===== src/rtl/spmv_csr_fetch_pkg.sv =====
// Shared encodings for the SpMV CSR fetch front-end: core states, batch sizes,
// fetch FSM states and nonzero record field layout.
package spmv_pkg;

  localparam logic [2:0] CORE_IDLE  = 3'd0;
  localparam logic [2:0] CORE_LOAD  = 3'd1;
  localparam logic [2:0] CORE_MUL   = 3'd2;
  localparam logic [2:0] CORE_ADD   = 3'd3;
  localparam logic [2:0] CORE_WRITE = 3'd4;

  localparam int BATCH_NNZ = 16;
  localparam int ROWS      = 16;
  localparam int ROWPTR_N  = 17;

  typedef logic [2:0] fetch_state_t;
  localparam fetch_state_t ST_IDLE    = 3'd0;
  localparam fetch_state_t ST_PTR     = 3'd1;
  localparam fetch_state_t ST_PRE_NZ  = 3'd2;
  localparam fetch_state_t ST_PRE_X   = 3'd3;
  localparam fetch_state_t ST_PRE_CAP = 3'd4;
  localparam fetch_state_t ST_KICK    = 3'd5;
  localparam fetch_state_t ST_RUN     = 3'd6;
  localparam fetch_state_t ST_DONE    = 3'd7;

  localparam int REC_W       = 24;
  localparam int REC_VAL_LSB = 0;
  localparam int REC_VAL_W   = 16;
  localparam int REC_COL_LSB = 16;
  localparam int REC_COL_W   = 8;

  function automatic logic [REC_VAL_W-1:0] rec_val(input logic [REC_W-1:0] rec);
    return rec[REC_VAL_LSB +: REC_VAL_W];
  endfunction

  function automatic logic [REC_COL_W-1:0] rec_col(input logic [REC_W-1:0] rec);
    return rec[REC_COL_LSB +: REC_COL_W];
  endfunction

endpackage


===== src/rtl/spmv_rowptr_loader.sv =====
// Issues the 17 row_ptr reads and shifts each returned byte into its slot.
// With SPMV_FETCH_BOUNDS_EN it also flags a non-monotonic row_ptr word.
module spmv_rowptr_loader
  import spmv_pkg::*;
#(
  parameter int ADDR_W      = 10,
  parameter int ROWPTR_BASE = 0
) (
  input  logic                    i_clk,
  input  logic                    i_rstn,
  input  logic                    start_i,
  input  logic                    abort_i,
  input  logic [7:0]              rdata_i,
  output logic                    rd_en_o,
  output logic [ADDR_W-1:0]       rd_addr_o,
  output logic                    last_o,
  output logic [8*ROWPTR_N-1:0]   row_ptr_o
`ifdef SPMV_FETCH_BOUNDS_EN
  ,
  output logic                    mono_err_o
`endif
);

  logic                  issue_q;
  logic [4:0]            rd_idx_q;
  logic                  cap_vld_q;
  logic [4:0]            cap_idx_q;
  logic [8*ROWPTR_N-1:0] row_ptr_q;

  // Read index counter and one-cycle-delayed capture into the row_ptr vector
  always_ff @(posedge i_clk or negedge i_rstn) begin
    if (!i_rstn) begin
      issue_q   <= 1'b0;
      rd_idx_q  <= 5'd0;
      cap_vld_q <= 1'b0;
      cap_idx_q <= 5'd0;
      row_ptr_q <= {(8*ROWPTR_N){1'b0}};
    end else if (abort_i) begin
      issue_q   <= 1'b0;
      cap_vld_q <= 1'b0;
    end else begin
      if (start_i) begin
        issue_q   <= 1'b1;
        rd_idx_q  <= 5'd0;
        row_ptr_q <= {(8*ROWPTR_N){1'b0}};
      end else if (issue_q) begin
        if (rd_idx_q == 5'(ROWPTR_N - 1)) issue_q <= 1'b0;
        else                              rd_idx_q <= rd_idx_q + 5'd1;
      end
      cap_vld_q <= issue_q;
      cap_idx_q <= rd_idx_q;
      if (cap_vld_q) row_ptr_q[{cap_idx_q, 3'b000} +: 8] <= rdata_i;
    end
  end

  assign rd_en_o   = issue_q;
  assign rd_addr_o = issue_q ? (ADDR_W'(ROWPTR_BASE) + ADDR_W'(rd_idx_q)) : {ADDR_W{1'b0}};
  assign last_o    = cap_vld_q && (cap_idx_q == 5'(ROWPTR_N - 1));
  assign row_ptr_o = row_ptr_q;

`ifdef SPMV_FETCH_BOUNDS_EN
  assign mono_err_o = cap_vld_q && (cap_idx_q != 5'd0) &&
                      (rdata_i < row_ptr_q[{cap_idx_q - 5'd1, 3'b000} +: 8]);
`endif

endmodule


===== src/rtl/spmv_csr_fetch.sv =====
// CSR fetch front-end for the SpMV core: loads row_ptr, prefetches one nonzero
// ahead of the core cadence and restarts the core per batch. Optional bounds
// checking and the o_err port are enabled with SPMV_FETCH_BOUNDS_EN.
module spmv_csr_fetch
  import spmv_pkg::*;
#(
  parameter int ADDR_W      = 10,
  parameter int ROWPTR_BASE = 0,
  parameter int NZ_BASE     = 32,
  parameter int XADDR_W     = 4
) (
  input  logic               i_clk,
  input  logic               i_rstn,
  input  logic               i_start,
  output logic               o_busy,
  output logic               o_done,
  output logic               o_csr_en,
  output logic [ADDR_W-1:0]  o_csr_addr,
  input  logic [23:0]        i_csr_rdata,
  output logic               o_x_en,
  output logic [XADDR_W-1:0] o_x_addr,
  input  logic [15:0]        i_x_rdata,
  input  logic [2:0]         i_core_state,
  output logic               o_core_start,
  output logic [15:0]        o_read_data_A,
  output logic [15:0]        o_read_data_B,
  output logic [7:0]         o_count,
  output logic [135:0]       o_row_ptr
`ifdef SPMV_FETCH_BOUNDS_EN
  ,
  output logic               o_err
`endif
);

  fetch_state_t state_q, state_d;
  logic [7:0]   count_q, count_d;
  logic [15:0]  stage_a_q, stage_a_d, stage_b_q, stage_b_d, stage_a_nxt_q, stage_a_nxt_d;
  logic         seen_core_q, seen_core_d;
  logic         busy_q, done_q;
  logic         ldr_start_s, ldr_en_s, ldr_last_s, bound_err_s, pf_s, x_rd_s;
  logic [ADDR_W-1:0] ldr_addr_s;
  logic [135:0] row_ptr_s;
  logic [7:0]   nnz_s, rec_col_s;
  logic [15:0]  rec_val_s;
  logic         unused_col_s;

  assign nnz_s        = row_ptr_s[135:128];
  assign rec_col_s    = rec_col(i_csr_rdata);
  assign rec_val_s    = rec_val(i_csr_rdata);
  assign unused_col_s = ^rec_col_s[REC_COL_W-1:XADDR_W];
  // A successor exists for the element the core is currently working on
  assign pf_s         = ({1'b0, count_q} + 9'd1) < {1'b0, nnz_s};
  assign ldr_start_s  = (state_q == ST_IDLE) && i_start;

`ifdef SPMV_FETCH_BOUNDS_EN
  logic mono_err_s, col_err_s, err_q;
  assign col_err_s = |(rec_col_s >> XADDR_W);

  // Abort conditions: bad row_ptr ordering, out-of-range column, runaway count
  always_comb begin
    bound_err_s = 1'b0;
    if (state_q == ST_PTR) begin
      bound_err_s = mono_err_s;
    end else if (state_q == ST_PRE_X) begin
      bound_err_s = col_err_s;
    end else if (state_q == ST_RUN) begin
      bound_err_s = ((i_core_state == CORE_ADD) && pf_s && col_err_s) || (count_q > nnz_s);
    end else begin
      bound_err_s = 1'b0;
    end
  end

  // Sticky error flag, cleared by the next accepted start
  always_ff @(posedge i_clk or negedge i_rstn) begin
    if (!i_rstn)          err_q <= 1'b0;
    else if (ldr_start_s) err_q <= 1'b0;
    else if (bound_err_s) err_q <= 1'b1;
  end
  assign o_err = err_q;
`else
  assign bound_err_s = 1'b0;
`endif

  spmv_rowptr_loader #(
    .ADDR_W      (ADDR_W),
    .ROWPTR_BASE (ROWPTR_BASE)
  ) u_loader (
    .i_clk      (i_clk),
    .i_rstn     (i_rstn),
    .start_i    (ldr_start_s),
    .abort_i    (bound_err_s),
    .rdata_i    (i_csr_rdata[7:0]),
    .rd_en_o    (ldr_en_s),
    .rd_addr_o  (ldr_addr_s),
    .last_o     (ldr_last_s),
    .row_ptr_o  (row_ptr_s)
`ifdef SPMV_FETCH_BOUNDS_EN
    ,
    .mono_err_o (mono_err_s)
`endif
  );

  // Fetch FSM next state; RUN tracks the core cadence to overlap the prefetch
  always_comb begin
    state_d       = state_q;
    count_d       = count_q;
    stage_a_d     = stage_a_q;
    stage_b_d     = stage_b_q;
    stage_a_nxt_d = stage_a_nxt_q;
    seen_core_d   = seen_core_q;
    case (state_q)
      ST_IDLE: begin
        if (i_start) begin
          state_d = ST_PTR;
          count_d = 8'd0;
        end else begin
          state_d = ST_IDLE;
        end
      end
      ST_PTR: begin
        if (ldr_last_s) state_d = (i_csr_rdata[7:0] == 8'd0) ? ST_DONE : ST_PRE_NZ;
        else            state_d = ST_PTR;
      end
      ST_PRE_NZ: state_d = ST_PRE_X;
      ST_PRE_X: begin
        stage_a_d = rec_val_s;
        state_d   = ST_PRE_CAP;
      end
      ST_PRE_CAP: begin
        stage_b_d = i_x_rdata;
        state_d   = ST_KICK;
      end
      ST_KICK: begin
        if (i_core_state == CORE_IDLE) begin
          state_d     = ST_RUN;
          seen_core_d = 1'b0;
        end else begin
          state_d = ST_KICK;
        end
      end
      ST_RUN: begin
        if (i_core_state != CORE_IDLE) seen_core_d = 1'b1;
        else                           seen_core_d = seen_core_q;
        case (i_core_state)
          CORE_ADD: begin
            count_d = count_q + 8'd1;
            if (pf_s) stage_a_nxt_d = rec_val_s;
            else      stage_a_nxt_d = stage_a_nxt_q;
          end
          CORE_WRITE: begin
            // count_q is already incremented here, so this asks "was a successor fetched"
            if (count_q < nnz_s) begin
              stage_a_d = stage_a_nxt_q;
              stage_b_d = i_x_rdata;
            end else begin
              stage_a_d = stage_a_q;
              stage_b_d = stage_b_q;
            end
          end
          CORE_IDLE: begin
            if (seen_core_q) state_d = (count_q == nnz_s) ? ST_DONE : ST_KICK;
            else             state_d = ST_RUN;
          end
          default: state_d = ST_RUN;
        endcase
      end
      ST_DONE: state_d = ST_IDLE;
      default: state_d = ST_IDLE;
    endcase
    if (bound_err_s) state_d = ST_DONE;
    else             state_d = state_d;
  end

  // State and datapath registers
  always_ff @(posedge i_clk or negedge i_rstn) begin
    if (!i_rstn) begin
      state_q       <= ST_IDLE;
      count_q       <= 8'd0;
      stage_a_q     <= 16'd0;
      stage_b_q     <= 16'd0;
      stage_a_nxt_q <= 16'd0;
      seen_core_q   <= 1'b0;
      busy_q        <= 1'b0;
      done_q        <= 1'b0;
    end else begin
      state_q       <= state_d;
      count_q       <= count_d;
      stage_a_q     <= stage_a_d;
      stage_b_q     <= stage_b_d;
      stage_a_nxt_q <= stage_a_nxt_d;
      seen_core_q   <= seen_core_d;
      busy_q        <= (state_d != ST_IDLE);
      done_q        <= (state_d == ST_DONE);
    end
  end

  // CSR port shared by the row_ptr loader, the initial prefetch and RUN prefetch
  always_comb begin
    o_csr_en   = 1'b0;
    o_csr_addr = {ADDR_W{1'b0}};
    if (ldr_en_s) begin
      o_csr_en   = 1'b1;
      o_csr_addr = ldr_addr_s;
    end else if (state_q == ST_PRE_NZ) begin
      o_csr_en   = 1'b1;
      o_csr_addr = ADDR_W'(NZ_BASE) + ADDR_W'(count_q);
    end else if ((state_q == ST_RUN) && (i_core_state == CORE_MUL) && pf_s) begin
      o_csr_en   = 1'b1;
      o_csr_addr = ADDR_W'(NZ_BASE) + ADDR_W'(count_q) + ADDR_W'(1);
    end else begin
      o_csr_en   = 1'b0;
      o_csr_addr = {ADDR_W{1'b0}};
    end
  end

  assign x_rd_s        = (state_q == ST_PRE_X) ||
                         ((state_q == ST_RUN) && (i_core_state == CORE_ADD) && pf_s);
  assign o_x_en        = x_rd_s;
  assign o_x_addr      = x_rd_s ? rec_col_s[XADDR_W-1:0] : {XADDR_W{1'b0}};
  assign o_core_start  = (state_q == ST_KICK) && (i_core_state == CORE_IDLE);
  assign o_busy        = busy_q;
  assign o_done        = done_q;
  assign o_count       = count_q;
  assign o_row_ptr     = row_ptr_s;
  assign o_read_data_A = stage_a_q;
  assign o_read_data_B = stage_b_q;

endmodule


===== config.mk =====
export PLATFORM = sky130hd
export DESIGN_NAME = spmv_csr_fetch
export DESIGN_NICKNAME = d
export VERILOG_FILES = /design/src/rtl/spmv_csr_fetch_pkg.sv /design/src/rtl/spmv_rowptr_loader.sv /design/src/rtl/spmv_csr_fetch.sv
export SDC_FILE = /design/constraint.sdc
export NUM_CORES = 1
export LEC_CHECK = 0
export CAP_MARGIN = 20
export CORE_MARGIN = 1
export CORE_UTILIZATION = 54
export CTS_CLUSTER_SIZE = 20
export DETAILED_ROUTE_END_ITERATION = 6
export MAX_ROUTING_LAYER = met4
export PLACE_DENSITY = 0.91
export REMOVE_ABC_BUFFERS = 1
export SYNTH_ARGS = -nofsm -noshare
export SYNTH_HDL_FRONTEND = slang
export SYNTH_SLANG_ARGS = --single-unit

===== constraint.sdc =====
create_clock -name i_clk -period 8.6 [get_ports i_clk]
set_input_delay 1.29 -clock i_clk [delete_from_list [all_inputs] [get_ports i_clk]]
set_output_delay 1.29 -clock i_clk [all_outputs]
set_load 0.1 [all_outputs]

## Word level (Yosys, flattened, before mapping)

Index checks and enable logic that the tools add are counted.

| word-level totals | value |
|---|---|
| output and inout port bits | 195 |
| logic and storage cells | 105 |
| bits in registers | 210 |
| input bits | 46 |

| cells by class | value |
|---|---|
| magnitude comparators | 2 |
| equal/unequal tests | 21 |
| muxes and demuxes | 36 |
| shift operators | 2 |
| reductions and logical operators | 25 |
| $add $sub $neg | 6 |

Operators by type and width:

| operator | count |
|---|---|
| 2-to-1 mux 136 bit | 2 |
| bitwise mux 136 bit | 1 |
| variable shift 8 x 10 -> 136 bit, first input constant | 1 |
| variable part select 8 x 10 -> 136 bit | 1 |
| 2-to-1 mux 16 bit | 4 |
| one-hot mux 16 bit (2 select lines) | 2 |
| 2-to-1 mux 10 bit | 3 |
| one-hot mux 3 bit (8 select lines) | 1 |
| == test 3 bit, second input constant | 6 |
| 2-to-1 mux 8 bit | 2 |
| one-hot mux 8 bit (2 select lines) | 1 |
| 2-to-1 mux 5 bit | 3 |
| AND reduction 3 bit | 5 |
| == test 3 x 2 -> 1 bit, second input constant | 4 |
| adder 9 x 1 -> 10 bit, second input constant | 1 |
| == test 5 bit, second input constant | 2 |
| inequality test 2 bit, second input constant | 5 |
| negator 8 -> 10 bit | 1 |
| nonzero test 2 bit | 5 |
| adder 6 x 8 -> 9 bit, first input constant | 1 |
| adder 8 x 1 -> 9 bit, second input constant | 1 |
| < comparator 9 x 8 -> 1 bit | 1 |
| 2-to-1 mux 1 bit | 9 |
| adder 8 x 1 -> 8 bit, second input constant | 1 |
| other kinds (17) | 29 |

## Depth between registers and ports, before layout

| logic depth | value |
|---|---|
| word-level depth | 6 |
| mapped depth | 11 |
| gate-level depth less buffers | 10 |

## By module

From an unflattened synthesis, not the netlist that was laid out.

| second synthesis, totals | value |
|---|---|
| cell total of the unflattened synthesis | 973 |
| area total of the unflattened synthesis | 10431.3 um^2 |

Modules (own cells, without submodules):

| module | cells an instance | area each (um^2) | seq. area each (um^2) | instances |
|---|---|---|---|---|
| spmv_rowptr_loader | 596 | 6678.9 | 3703.6 | 1 |
| spmv_csr_fetch | 377 | 3752.3 | 1551.5 | 1 |

## Least setup slack after synthesis

Ideal clock, no wire load.

| path | value |
|---|---|
| path type | reg-to-output |
| start | register count_q[0], in the netlist o_count[0] |
| end | output o_csr_addr[0] |
| slack | 1.188 ns |
| stages on the path, launching flop included | 11 |
| path buffers | 0 |
| required time | 7.310 ns |
| data arrival time | 6.122 ns |
| cells stage by stage | dfrtp_1 ha_1 and4_4 nand2_1 xnor2_1 ha_1 a21o_1 a221o_1 nor3_1 nand2_1 o41ai_1 |

| on the way | value |
|---|---|
| cells in the longest elaborated chain, start to end | 6 |
| elaborated cells on any way between the ends | 8 |
| those cells by class | add/sub (3); order compare (1); mux (3); reduce/logical (1) |

Ends and longest elaborated chain:

| element | RTL line | text |
|---|---|---|
| start: declaration | spmv_csr_fetch.sv:36 | `logic [7:0] count_q, count_d;` |
| start signal: assignment | spmv_csr_fetch.sv:187 | `count_q <= count_d;` |
| adder 8 x 1 -> 9 bit | spmv_csr_fetch.sv:52 | `assign pf_s = ({1'b0, count_q} + 9'd1) < {1'b0, nnz_s};` |
| < comparator 9 x 8 -> 1 bit | spmv_csr_fetch.sv:52 |  |
| logical AND 1 bit | spmv_csr_fetch.sv:207 | `end else if ((state_q == ST_RUN) && (i_core_state == CORE_MUL) && pf_s) begin` |
| 2-to-1 mux 10 bit | spmv_csr_fetch.sv:207 |  |
| 2-to-1 mux 10 bit (*) | spmv_csr_fetch.sv:204 | `end else if (state_q == ST_PRE_NZ) begin` |
| 2-to-1 mux 10 bit (*) | spmv_csr_fetch.sv:201 | `if (ldr_en_s) begin` |
| end: declaration | spmv_csr_fetch.sv:18 | `output logic [ADDR_W-1:0] o_csr_addr,` |

Mark *: on every way between the ends. The rest lies on a longest branch, timed or not.

## Worst setup path in the final report

| path | value |
|---|---|
| start | register count_q[0], in the netlist o_count[0] |
| end | output o_csr_addr[9] |

| on the way | value |
|---|---|
| cells in the longest elaborated chain, start to end | 6 |
| elaborated cells on any way between the ends | 8 |
| those cells by class | add/sub (3); order compare (1); mux (3); reduce/logical (1) |

Ends and longest elaborated chain:

| element | RTL line |
|---|---|
| adder 8 x 1 -> 9 bit | spmv_csr_fetch.sv:52 |
| < comparator 9 x 8 -> 1 bit | spmv_csr_fetch.sv:52 |
| logical AND 1 bit | spmv_csr_fetch.sv:207 |
| 2-to-1 mux 10 bit (*) | spmv_csr_fetch.sv:207 |
| 2-to-1 mux 10 bit (*) | spmv_csr_fetch.sv:204 |
| 2-to-1 mux 10 bit (*) | spmv_csr_fetch.sv:201 |

Marked as above.

==> impl_metrics.toml <==
[run_status]
status = "finished clean"

[clock_network]
clk_latency_ps = 500
htree_levels = 1
clk_path_buf_depth = 3
cts_tree = "built"
cts_sinks = 210
cts_made_buffers = 22
cts-root-buf = "clkbuf_16"
cts_setup_buffers = 0
cts_resized = 0
cts.clk_slew.worst_paths_ps = 60
cts_hold_buf = 0

[synth]
yosys-top-cells-area = "dfrtp_1 53%, mux2i_1 15%, nand2_1 7.1%"
synth-seq-area-share_pct = 52.6
synthesis.area_mm2 = 0.00998
synth-main-ff-cell = "dfrtp_1"
synth_edf_count = 0
postSynth.asyncResetShare_pct = 100
ys_ff_latch = 210
syn_area_per_cell_um2 = 11.2
synth.most_common_cell = "dfrtp_1"
ys_types = 68
yosys-top-cells-count = "210 x dfrtp_1, 190 x nand2_1, 149 x mux2i_1"
yosys.area.top_type = "dfrtp_1"
syn_inst = 892
synth_top_area_share_pct = 52.6
yosys_warnings = 0

[sta]
tightest_slew_ps = 1050
rsz0062_at_grt = "no"
timing.final.crit_period_ps = 5990
final-hold-violation-count = 0
post-route-period-util_pct = 69.6
fin_skew_ps = 11.6
setup_violations = 0
max_freq_mhz = 167
finalMaxSlewViolations = 0
setup_tns_ps = 0
maxSlewHeadroom_pct = 29.5

[placed_design]
dp_cells = 1323
hpwlAfterDp_mm = 17.9
placed_area_mm2 = 0.0125
portBuffers = 236
routabilityCongestion = 0.902

[setup_path]
end_kind = "output port"
cp_num_buf_inv = 1
rrSetupSlack_ps = 5200
crit_cells = 11
critPathTopFamily = "buffers and inverters"
critPathKind = "reg2out"
crit_chain = "ha_1, and4_4, nand2_1, xnor2_1, ha_1, a21o_1, a221o_1, nor3_1, nand2_1, nor4_1, clkdlybuf4s50_1"
crit_slowest_cell = "clkdlybuf4s50_1"
crit_fanout = 9
rr_worst_depth = 10
start_kind = "flip-flop"
cp.required_ps = 7310
max_stage_delay_ps = 1200
worstPathArrival_ps = 4700

[drt]
wl_per_cell_um = 19.4
via_per_inst = 5.61
ant_nets = 0
firstDrtPassIters = 4
vias = 7656
routed_wl_mm = 26.5
drc_errors = 0
drt_iter0_drc = 468

[global_route]
antenna_found_initial = 0
grtUsageTotal_pct = 28.6
grt_pass1_vias = 7526
grt_max_degree = 131
grt.overflow.total = 0
grt_pass1_wl_mm = 40.6

[layout]
drive_above_1_share_pct = 8.80
stdcell_count = 1365
area_growth_pct = 33.1
nNetsFinal = 1193
post-route-util_pct = 73.7
design_area_mm2 = 0.0133
diodes = 0

[worst_hold_path]
hp-class = "reg2reg"
holdPathStages = 2

[floorplanning]
fp-row-count = 49
dieArea_mm2 = 0.0190
die_width_um = 138
floorplan.core_area_mm2 = 0.0180
initial_utilization_pct = 55.4
die_h_um = 138
ios = 241

[job]
drv_cap = 0
-- cell usage in the layout, fill, tap and decap left out, types with 5 or more instances in the layout --
cell | synthesis | final
ha_1 | 26 | 26
clkinv_2 | 0 | 5
clkdlybuf4s50_1 | 0 | 235
xor2_1 | 7 | 7
and3_1 | 5 | 5
nor2_1 | 29 | 29
o21ai_0 | 30 | 30
nor3_1 | 9 | 9
mux2_2 | 16 | 16
nor2b_1 | 8 | 8
nor2_4 | 9 | 9
buf_4 | 2 | 6
mux2_1 | 12 | 12
a21oi_1 | 11 | 11
mux2i_1 | 149 | 149
dfrtp_1 | 210 | 210
and2_1 | 5 | 5
xnor2_1 | 12 | 12
mux2_4 | 10 | 10
clkbuf_16 | 0 | 23
nand2_1 | 190 | 190
nand3_1 | 18 | 18
inv_1 | 27 | 27
-- stage by stage --
stage	hold WS, ps	worst slack [ps]
global route	503	2360
finish	481	2610
floorplan	411	1190
CTS	484	2610
detailed placement	469	2970
global placement	457	2990
-- worst min-delay path, cell delays in order, from the launching register on --
cell,delay (ps)
dfrtp_1,340
nand2_1,50
o21ai_0,60
-- path summary, 6_finish.rpt --
check | from | endpoint
max in group asynchronous | i_rstn | u_loader.row_ptr_o[12]
worst max-delay path | o_count[0] | o_csr_addr[9]
worst min-delay path | o_read_data_A[5] | o_read_data_A[5]
worst max register to register | o_count[0] | stage_a_nxt_q[4]
worst min register to register | o_read_data_A[5] | o_read_data_A[5]
min in group asynchronous | i_rstn | u_loader.row_ptr_o[127]
-- kinds of logic after synthesis --
logic type	count (synthesis)	share of synthesized area, %
fa+ha+maj	26	3.26
flops	210	52.6
buf+inv	67	2.97
compound gates	72	4.86
xor+xnor	20	1.83
mux	187	19.6
simple gates	310	14.8
-- registers in the layout (all words and copies together) (netlist names) --
name,cells
u_loader.row_ptr_o,136
o_read_data_A,16
o_read_data_B,16
stage_a_nxt_q,16
o_count,8
u_loader.cap_idx_q,5
u_loader.rd_idx_q,5
state_q,3
o_busy,1
o_done,1
seen_core_q,1
u_loader.cap_vld_q,1
u_loader.rd_en_o,1
-- final cells by class --
type                       instances  area, um2
clock buffer                      29        618
clock inverter                    10        109
fill                            1179       4740
inverter                          27        101
multi-input combinational        615       4440
sequential                       210       5260
tap                              229        287
timing repair buffer             245       2470
-- per-layer routing --
metal	part of all wire [%]	GRT usage, %	vias up
met2	49	45.8	305
li1	-	-	3513
met5	0	-	-
met1	42	37.1	3804
met4	2.1	8.21	0
met3	7.5	5.67	34
Power is not shown: default switching activity piles up to over one toggle a cycle in this logic, so the estimate is an artifact.
